**src/rtl/kernel_loader_pkg.sv**
```systemverilog
// cnn_kernel_pkg: shared defaults, size helpers and FSM encoding for the kernel loader
package cnn_kernel_pkg;
  localparam int DW_DEF = 8;
  localparam int K_DEF = 3;
  function automatic int taps_of(input int k);
    return k * k;
  endfunction
  function automatic int clog2c(input int n);
    int r = 1;
    while ((1 << r) < n) r++;
    return r;
  endfunction
  typedef enum logic [1:0] {IDLE, FETCH, LAST} state_t;
endpackage

```
**src/rtl/kernel_loader_if.sv**
```systemverilog
// kernel_loader_if: load request, ROM read port, swap control and active kernel outputs
// slave = loader side, master = controller/ROM/MAC side
interface kernel_loader_if #(
  parameter int DW = 8,
  parameter int K = 3,
  parameter int IW = 7,
  parameter int AW = 10
);
  localparam int TAPS = K * K;
  logic load_req;
  logic [IW-1:0] load_idx;
  logic load_ready;
  logic mem_en;
  logic [AW-1:0] mem_addr;
  logic [DW-1:0] mem_rdata;
  logic swap;
  logic [TAPS*DW-1:0] kernel_flat;
  logic kernel_valid;
  logic shadow_full;
  logic load_done;
  logic idx_err;
  modport slave (
    input load_req, load_idx, mem_rdata, swap,
    output load_ready, mem_en, mem_addr, kernel_flat, kernel_valid, shadow_full, load_done, idx_err
  );
  modport master (
    output load_req, load_idx, mem_rdata, swap,
    input load_ready, mem_en, mem_addr, kernel_flat, kernel_valid, shadow_full, load_done, idx_err
  );
endinterface

```
**src/rtl/kernel_loader_tap_bank.sv**
```systemverilog
// kernel_tap_bank: TAPS x DW register array with async clear, indexed write and parallel load
// ports: clk, rst (async, active-low), we/waddr/wdata tap write, ld/ld_data whole-bank load, q flat read
module kernel_tap_bank #(
  parameter int DW = 8,
  parameter int TAPS = 9,
  parameter int AW = 4
) (
  input  logic clk,
  input  logic rst,
  input  logic we,
  input  logic [AW-1:0] waddr,
  input  logic [DW-1:0] wdata,
  input  logic ld,
  input  logic [TAPS*DW-1:0] ld_data,
  output logic [TAPS*DW-1:0] q
);
  always_ff @(posedge clk or negedge rst)
    if (!rst) q <= '0;
    else if (ld) q <= ld_data;
    else if (we) q[waddr*DW +: DW] <= wdata;
endmodule

```
**src/rtl/kernel_loader.sv**
```systemverilog
// kernel_loader: fetches one K*K kernel from the weight ROM into a shadow bank, commits it to the active bank on swap
// ports: clk, rst (async, active-low), bus (kernel_loader_if.slave: load request, ROM port, swap, active kernel)
module kernel_loader
  import cnn_kernel_pkg::*;
#(
  parameter int DW = DW_DEF,
  parameter int K = K_DEF,
  parameter int NUM_KERN = 72,
  parameter int IW = 7,
  parameter int AW = 10
) (
  input logic clk,
  input logic rst,
  kernel_loader_if.slave bus
);
  localparam int TAPS = taps_of(K);
  localparam int TW = clog2c(TAPS);
  state_t state;
  logic [TW-1:0] tap;
  logic [TAPS*DW-1:0] shadow_q;
  logic ready, commit, idx_ok, we;
  logic [TW-1:0] waddr;
  assign ready = state == IDLE && (!bus.shadow_full || bus.swap);
  assign commit = bus.swap && bus.shadow_full;
  assign idx_ok = 32'(bus.load_idx) < NUM_KERN;
  // ROM data lags the address by one cycle, so the write slot trails the issued tap
  assign we = state == LAST || (state == FETCH && tap != '0);
  assign waddr = state == LAST ? TW'(TAPS - 1) : tap - 1'b1;
  assign bus.load_ready = ready;
  always_ff @(posedge clk or negedge rst)
    if (!rst) begin
      state <= IDLE;
      tap <= '0;
      bus.mem_en <= 1'b0;
      bus.mem_addr <= '0;
      bus.shadow_full <= 1'b0;
      bus.load_done <= 1'b0;
      bus.idx_err <= 1'b0;
      bus.kernel_valid <= 1'b0;
    end else begin
      bus.load_done <= 1'b0;
      bus.idx_err <= 1'b0;
      if (commit) begin
        bus.shadow_full <= 1'b0;
        bus.kernel_valid <= 1'b1;
      end
      case (state)
        IDLE:
          if (bus.load_req && ready) begin
            if (idx_ok) begin
              state <= FETCH;
              tap <= '0;
              bus.mem_en <= 1'b1;
              bus.mem_addr <= AW'(bus.load_idx) * AW'(TAPS);
            end else bus.idx_err <= 1'b1;
          end
        FETCH:
          if (tap == TW'(TAPS - 1)) begin
            state <= LAST;
            bus.mem_en <= 1'b0;
          end else begin
            tap <= tap + 1'b1;
            bus.mem_addr <= bus.mem_addr + 1'b1;
          end
        default: begin
          state <= IDLE;
          bus.shadow_full <= 1'b1;
          bus.load_done <= 1'b1;
        end
      endcase
    end
  kernel_tap_bank #(.DW(DW), .TAPS(TAPS), .AW(TW)) u_shadow (
    .clk(clk), .rst(rst), .we(we), .waddr(waddr), .wdata(bus.mem_rdata),
    .ld(1'b0), .ld_data('0), .q(shadow_q)
  );
  kernel_tap_bank #(.DW(DW), .TAPS(TAPS), .AW(TW)) u_active (
    .clk(clk), .rst(rst), .we(1'b0), .waddr('0), .wdata('0),
    .ld(commit), .ld_data(shadow_q), .q(bus.kernel_flat)
  );
endmodule

```
**src/flat_wrapper.sv**
```systemverilog
// flat-port wrapper written by rule: the top's interface ports become plain ports
module kernel_loader_flat import cnn_kernel_pkg::*;
#(
  parameter int DW = DW_DEF,
  parameter int K = K_DEF,
  parameter int NUM_KERN = 72,
  parameter int IW = 7,
  parameter int AW = 10
)
  (clk, rst, bus_load_req, bus_load_idx, bus_mem_rdata, bus_swap, bus_load_ready, bus_mem_en, bus_mem_addr, bus_kernel_flat, bus_kernel_valid, bus_shadow_full, bus_load_done, bus_idx_err);
  kernel_loader_if #(.DW(DW), .K(K), .IW(IW), .AW(AW)) bus_i ();
  input logic clk;
  input logic rst;
  input wire logic [$bits(bus_i.load_req)-1:0] bus_load_req;
  input wire logic [$bits(bus_i.load_idx)-1:0] bus_load_idx;
  input wire logic [$bits(bus_i.mem_rdata)-1:0] bus_mem_rdata;
  input wire logic [$bits(bus_i.swap)-1:0] bus_swap;
  output wire logic [$bits(bus_i.load_ready)-1:0] bus_load_ready;
  output wire logic [$bits(bus_i.mem_en)-1:0] bus_mem_en;
  output wire logic [$bits(bus_i.mem_addr)-1:0] bus_mem_addr;
  output wire logic [$bits(bus_i.kernel_flat)-1:0] bus_kernel_flat;
  output wire logic [$bits(bus_i.kernel_valid)-1:0] bus_kernel_valid;
  output wire logic [$bits(bus_i.shadow_full)-1:0] bus_shadow_full;
  output wire logic [$bits(bus_i.load_done)-1:0] bus_load_done;
  output wire logic [$bits(bus_i.idx_err)-1:0] bus_idx_err;
  assign bus_i.load_req = bus_load_req;
  assign bus_i.load_idx = bus_load_idx;
  assign bus_i.mem_rdata = bus_mem_rdata;
  assign bus_i.swap = bus_swap;
  assign bus_load_ready = bus_i.load_ready;
  assign bus_mem_en = bus_i.mem_en;
  assign bus_mem_addr = bus_i.mem_addr;
  assign bus_kernel_flat = bus_i.kernel_flat;
  assign bus_kernel_valid = bus_i.kernel_valid;
  assign bus_shadow_full = bus_i.shadow_full;
  assign bus_load_done = bus_i.load_done;
  assign bus_idx_err = bus_i.idx_err;
  kernel_loader #(.DW(DW), .K(K), .NUM_KERN(NUM_KERN), .IW(IW), .AW(AW)) u_core (.clk(clk), .rst(rst), .bus(bus_i));
endmodule
```
**config.mk**
```make
export PLATFORM = sky130hd
export DESIGN_NAME = kernel_loader_flat
export DESIGN_NICKNAME = d
export VERILOG_FILES = /design/src/rtl/kernel_loader_pkg.sv /design/src/rtl/kernel_loader_if.sv /design/src/rtl/kernel_loader_tap_bank.sv /design/src/rtl/kernel_loader.sv /design/src/flat_wrapper.sv
export SDC_FILE = /design/constraint.sdc
export NUM_CORES = 1
export LEC_CHECK = 0
export BUFFER_PORTS_ARGS = -buffer_cell sky130_fd_sc_hd__buf_2
export CORE_ASPECT_RATIO = 0.8
export CORE_MARGIN = 1
export CORE_UTILIZATION = 38
export CTS_CLUSTER_DIAMETER = 150
export DETAILED_ROUTE_END_ITERATION = 16
export GPL_TIMING_DRIVEN = 1
export PLACE_DENSITY_LB_ADDON = 0.3
export REMOVE_ABC_BUFFERS = 1
export SLEW_MARGIN = 20
export SYNTH_ARGS = -nofsm -noshare
export SYNTH_HDL_FRONTEND = slang
export SYNTH_HIERARCHICAL = 1
export SYNTH_SLANG_ARGS = --single-unit
```
**constraint.sdc**
```tcl
create_clock -name clk -period 3.85 [get_ports clk]
set_input_delay 0.5775 -clock clk [delete_from_list [all_inputs] [get_ports clk]]
set_output_delay 0.5775 -clock clk [all_outputs]
set_load 0.005 [all_outputs]
```
# Word-level counts from Yosys, hierarchy flattened
# Cells that the tools add are included.
# Widths: inputs -> output; s select.
# totals
regBits	165
in_bits	19
out_inout_bits	88
word_cells	64
# op_classes
add_sub_neg	4
mul	1
n_lt_le_gt_ge	1
eq_ne	8
n_shift	2
mux	24
n_reduce_logical	14
# ops
operator	n
$bwmux 72	1
$shift 8x34->72 const A	1
$shiftx 8x34->72	1
$neg 7->34	1
$mux 10	3
$pmux 10 s2	1
$mux 4	4
$add 10x1->10 const B	1
$mul 7x4->10 const B	1
$mux 1	9
$pmux 4 s2	1
$reduce_and 4->1	2
$lt 7x7->1 const B	1
$mux 2	3
$ne 2x2->1 const B	3
$add 4x1->4 const B	1
$eq 4x4->1 const B	1
$logic_and 1x1->1	4
$ne 2x1->1 const B	2
$pmux 2 s2	1
$reduce_bool 4->1	1
$sub 4x1->4 const B	1
$reduce_and 3->1	1
$eq 2x1->1 const B	1
other kinds (7)	8

# Longest topological paths before layout
# depth
word_depth	6
depth_mapped	11
mapped_depth_nobuf	10

# Modules after synthesis
# The synthesis kept the hierarchy.
# modules_own_cells
module	instances	cells_each	area_each_um2	seq_area_each_um2
kernel_tap_bank (u_core.u_shadow)	1	342	3801.1	1801.7
kernel_tap_bank (u_core.u_active)	1	312	3751.1	1801.7
kernel_loader	1	157	1415.1	525.5

# Least setup slack after synthesis
# Ideal clock, no wire load.
# synth_timing
kind	flip-flop to flip-flop
startpoint	register u_core.tap[0]
endpoint	register u_core.u_shadow.q[0]
setup_time_ns	0.124
t_arrival_ns	2.737
t_required_ns	3.726
setup_slack_ns	0.989
stages_incl_launch_ff	12
synth_period_minus_slack_ns	2.861
path_cell_list	dfrtp_1 inv_1 ha_1 xnor2_1 nor2_1 nor3_1 ha_1 nor4b_1 and4_1 buf_6 mux2_4 mux2_2
# synth_via
elab_chain_cells	5
elab_cells_between_ends	9
cone_classes	2 x add/sub; 2 x shift; 2 x mux; 3 x reduce/logical
# synth_lines
element	line	rtl
start, declared	kernel_loader.sv:19	logic [TW-1:0] tap;
start signal, assigned	kernel_loader.sv:62	tap <= tap + 1'b1;
$sub 4x1->4 (*)	kernel_loader.sv:28	assign waddr = state == LAST ? TW'(TAPS - 1) : tap - 1'b1;
$mux 4 (*)	kernel_loader.sv:28	
via u_core.waddr[2]	kernel_loader.sv:22	logic [TW-1:0] waddr;
$neg 7->34 (*)	kernel_loader_tap_bank.sv:20	else if (we) q[waddr*DW +: DW] <= wdata;
$shiftx 8x34->72 / $shift 8x34->72 (equally long branches)	kernel_loader_tap_bank.sv:20	
$bwmux 72 (*)	kernel_loader_tap_bank.sv:20	
end signal, assigned	kernel_loader_tap_bank.sv:19	else if (ld) q <= ld_data;
end signal, assigned by index	kernel_loader_tap_bank.sv:20	
end, declared	kernel_loader_tap_bank.sv:15	output logic [TAPS*DW-1:0] q
# Mark *: on every way through the listed nets, which the timed path passes. The rest lies on a longest branch.
# A chain may end at the register's enable or synchronous reset.

# Worst setup path in the final report
# layout_timing
startpoint	register u_core.tap[0]
endpoint	register u_core.u_shadow.q[6]
# Same word-level chain as after synthesis.

==> impl_metrics.py <==
metrics = {
    "worst_setup_path": {
        "crit_path_max_incr_delay_ps": 590,
        "timing.critical_path.mode_cell": "ha_1",
        "crit_type": "flop to flop",
        "crit_chain": "inv_1 -> ha_1 -> xnor2_1 -> nor2_1 -> buf_4 -> nor3_1 -> ha_1 -> nor4b_1 -> and4_1 -> mux2_4 -> mux2_2",
        "path_buf_inv": 2,
        "cp_max_fo": 8,
        "timing.rr.start": "u_core/tap[0]",
        "cp.depth": 11,
        "critPathLaunch": "u_core/tap[0]",
        "cp.arrival_ps": 3590,
        "crit_path_top_delay_cell": "and4_1",
        "crit_required_ps": 4160,
        "cpLargestDelayFamily": "simple AND/OR/NAND/NOR gates",
        "rr_worst_depth": 11,
        "critPathLaunchType": "flop",
        "cp-end-kind": "flop",
    },
    "synth": {
        "synthTopCellsByArea": "dfrtp_1 (46%), a221o_1 (7.3%), mux2_2 (4.8%)",
        "synth_edf_count": 0,
        "ys_warn_count": 6,
        "syn_inst": 811,
        "async_flop_share_pct": 100,
        "synth_top_area_share_pct": 46.0,
        "syn_area_per_cell_sq_um": 11.1,
        "netlist_area_sq_um": 8970,
        "synthFlopType": "dfrtp_1",
        "ys_ff_latch": 165,
        "yosysMostFrequentCell": "dfrtp_1",
        "synthTopCellsByCount": "dfrtp_1 (165), a221o_1 (65), nand2_1 (56), and2_1 (39)",
        "yosysTopAreaCell": "dfrtp_1",
        "ys_types": 78,
        "ys_seq_area_share_pct": 46.0,
    },
    "clock_network": {
        "cts_root_buf": "clkbuf_16",
        "cts_setup_buffers": 0,
        "cts_tree": "yes",
        "cts_buffer_depth": 2,
        "clock_latency_ps": 430,
        "cts_resized": 0,
        "cts_hold_buf": 0,
        "cts.sinks": 165,
        "htree_num_levels": 4,
        "path_clk_slew_ps": 70,
        "numCtsBuffers": 17,
    },
    "drt": {
        "via_per_inst": 5.26,
        "ant_nets": 0,
        "drtIter0Drc": 658,
        "wl_per_cell_um": 18.7,
        "drt-total-wl_um": 24600,
        "drc": 0,
        "dr.pass1.iters": 8,
        "vias": 6911,
    },
    "global_routing": {
        "grt_overflow": 0,
        "grt_pass1_wl_um": 38800,
        "antenna_found_initial": 1,
        "grt_max_degree": 79,
        "grt_pass1_vias": 6731,
        "track_usage_pct": 20.8,
    },
    "placed_design": {
        "hpwl_um": 16300,
        "dp_slack_ps": 618,
        "port_buffers": 106,
        "gp_congestion": 0.838,
    },
    "floorplanning": {
        "core-area_sq_um": 22800,
        "row_count": 49,
        "die_w_um": 174,
        "fp.dieH_um": 139,
        "ios": 107,
        "die_area_sq_um": 24200,
        "initial_core_util_pct": 39.3,
    },
    "timing": {
        "slew_headroom_pct": 45.9,
        "period_needed_ps": 3280,
        "slew_violations": 0,
        "hold_viol_final": 0,
        "post-route-period-util_pct": 85.2,
        "layout_setup_ws_ps": 571,
        "holdWs_ps": 197,
        "finalSetupTns_ps": 0,
        "max_freq_mhz": 305,
        "finalClockSkew_ps": 7.63,
        "finalSetupViolCount": 0,
        "rsz0062_at_grt": "false",
        "tightest_slew_ps": 811,
    },
    "flow_run": {
        "drv_cap": 0,
    },
    "layout": {
        "drive_gt1_share_pct": 23.2,
        "area_growth_pct": 18.7,
        "final_nets": 1033,
        "finalCoreUtilization_pct": 46.7,
    },
    "hold_path": {
        "hp-class": "primary input to asynchronous set/reset pin",
    },
    "outcome": {
        "status": "completed",
    },
    "pwr": {
        "worst_ir_drop_vdd_mv": 0.361,
        "powerDensity_nw_per_um2": 622,
        "leakagePower_nw": 4.90,
    },
}
==> cells by family after synthesis <==
logic type      synth area share [%]
simple gates                    17.4
xor+xnor                        1.16
fa+ha+maj                       2.87
other cells                   0.0418
buf+inv                         4.31
mux                             8.15
compound gates                  20.1
flops                           46.0
==> worst register-to-register path: stages, from the launching register on <==
cell and delay [ps]:
dfrtp_1 450, inv_1 70, ha_1 230, xnor2_1 140, nor2_1 60, buf_4 160
nor3_1 250, ha_1 360, nor4b_1 260, and4_1 590, mux2_4 350, mux2_2 250
==> state kept, by name, summed over array words and instances (netlist names) <==
register,count
u_core/u_active/q,72
u_core/state,2
u_core/bus.load_done,1
u_core/bus.idx_err,1
u_core/u_shadow/q,72
u_core/bus.mem_addr,10
u_core/tap,4
u_core/bus.shadow_full,1
u_core/bus.mem_en,1
u_core/bus.kernel_valid,1
==> final cells by class <==
| type | instances | area (sq um) |
|---|---|---|
| flip-flops and latches | 165 | 4130 |
| fillers | 2206 | 12200 |
| diodes | 1 | 2.50 |
| clock inverters | 15 | 129 |
| repair buffers | 116 | 624 |
| inverters | 24 | 92.6 |
| multi-input cells | 670 | 4850 |
| well taps | 306 | 383 |
| clock buffers | 17 | 425 |
==> worst paths after layout <==
check / to / slack (ps)
worst max-delay path: u_core/u_shadow/q[6] / 570
worst min-delay path: u_core/u_active/q[24] / 200
worst max register to register: u_core/u_shadow/q[6] / 570
worst min register to register: u_core/bus.kernel_valid / 460
max in group asynchronous: u_core/u_active/q[1] / 2860
min in group clk: u_core/bus.mem_addr[0] / 420
==> where the power goes <==
group / internal [W] / switching (W) / total (W)
Sequential: 0.00218 / 0.000319 / 0.00250
Clock: 0.000895 / 0.000750 / 0.00165
Combinational: 0.00105 / 0.00142 / 0.00247
Total: 0.00413 / 0.00249 / 0.00662
==> layout by cell type, fill, tap and decap left out, types with 3 or more instances in the layout <==
cell	instances
and2_1	38
inv_6	5
clkinv_2	6
mux2i_1	16
a22oi_1	7
nand2_1	56
a221o_1	65
a21oi_1	32
mux2_4	8
and2_0	11
a21oi_2	9
a32o_1	32
nor3_1	20
conb_1	108
mux2_2	38
nand3_1	12
inv_1	22
and4_1	5
a222oi_1	8
ha_1	19
nor2b_1	38
clkbuf_16	17
a21oi_4	3
dfrtp_1	165
nor3b_1	18
buf_2	105
and3_1	4
xnor2_1	8
o21ai_0	29
a31oi_1	3
buf_4	9
nand2b_1	13
nor2_1	13
==> per-stage QoR <==
step,power (W),cells,instance area [sq um]
2_1_floorplan,0.00411,859,9070
3_3_place_gp,0.00489,1281,10100
3_5_place_dp,0.00495,1281,10100
4_1_cts,0.00660,1313,10600
5_1_grt,0.00703,1313,10600
6_report,0.00662,1314,10600
==> per-layer routing <==
layer	up-vias	GRT usage (%)	part of all wire (%)
met2	205	30.4	44
met4	0	5.77	1.3
met5	-	0	0
li1	3293	-	-
met3	21	3.66	5.4
met1	3392	31.4	49
Power figures use the tool's default switching activity.
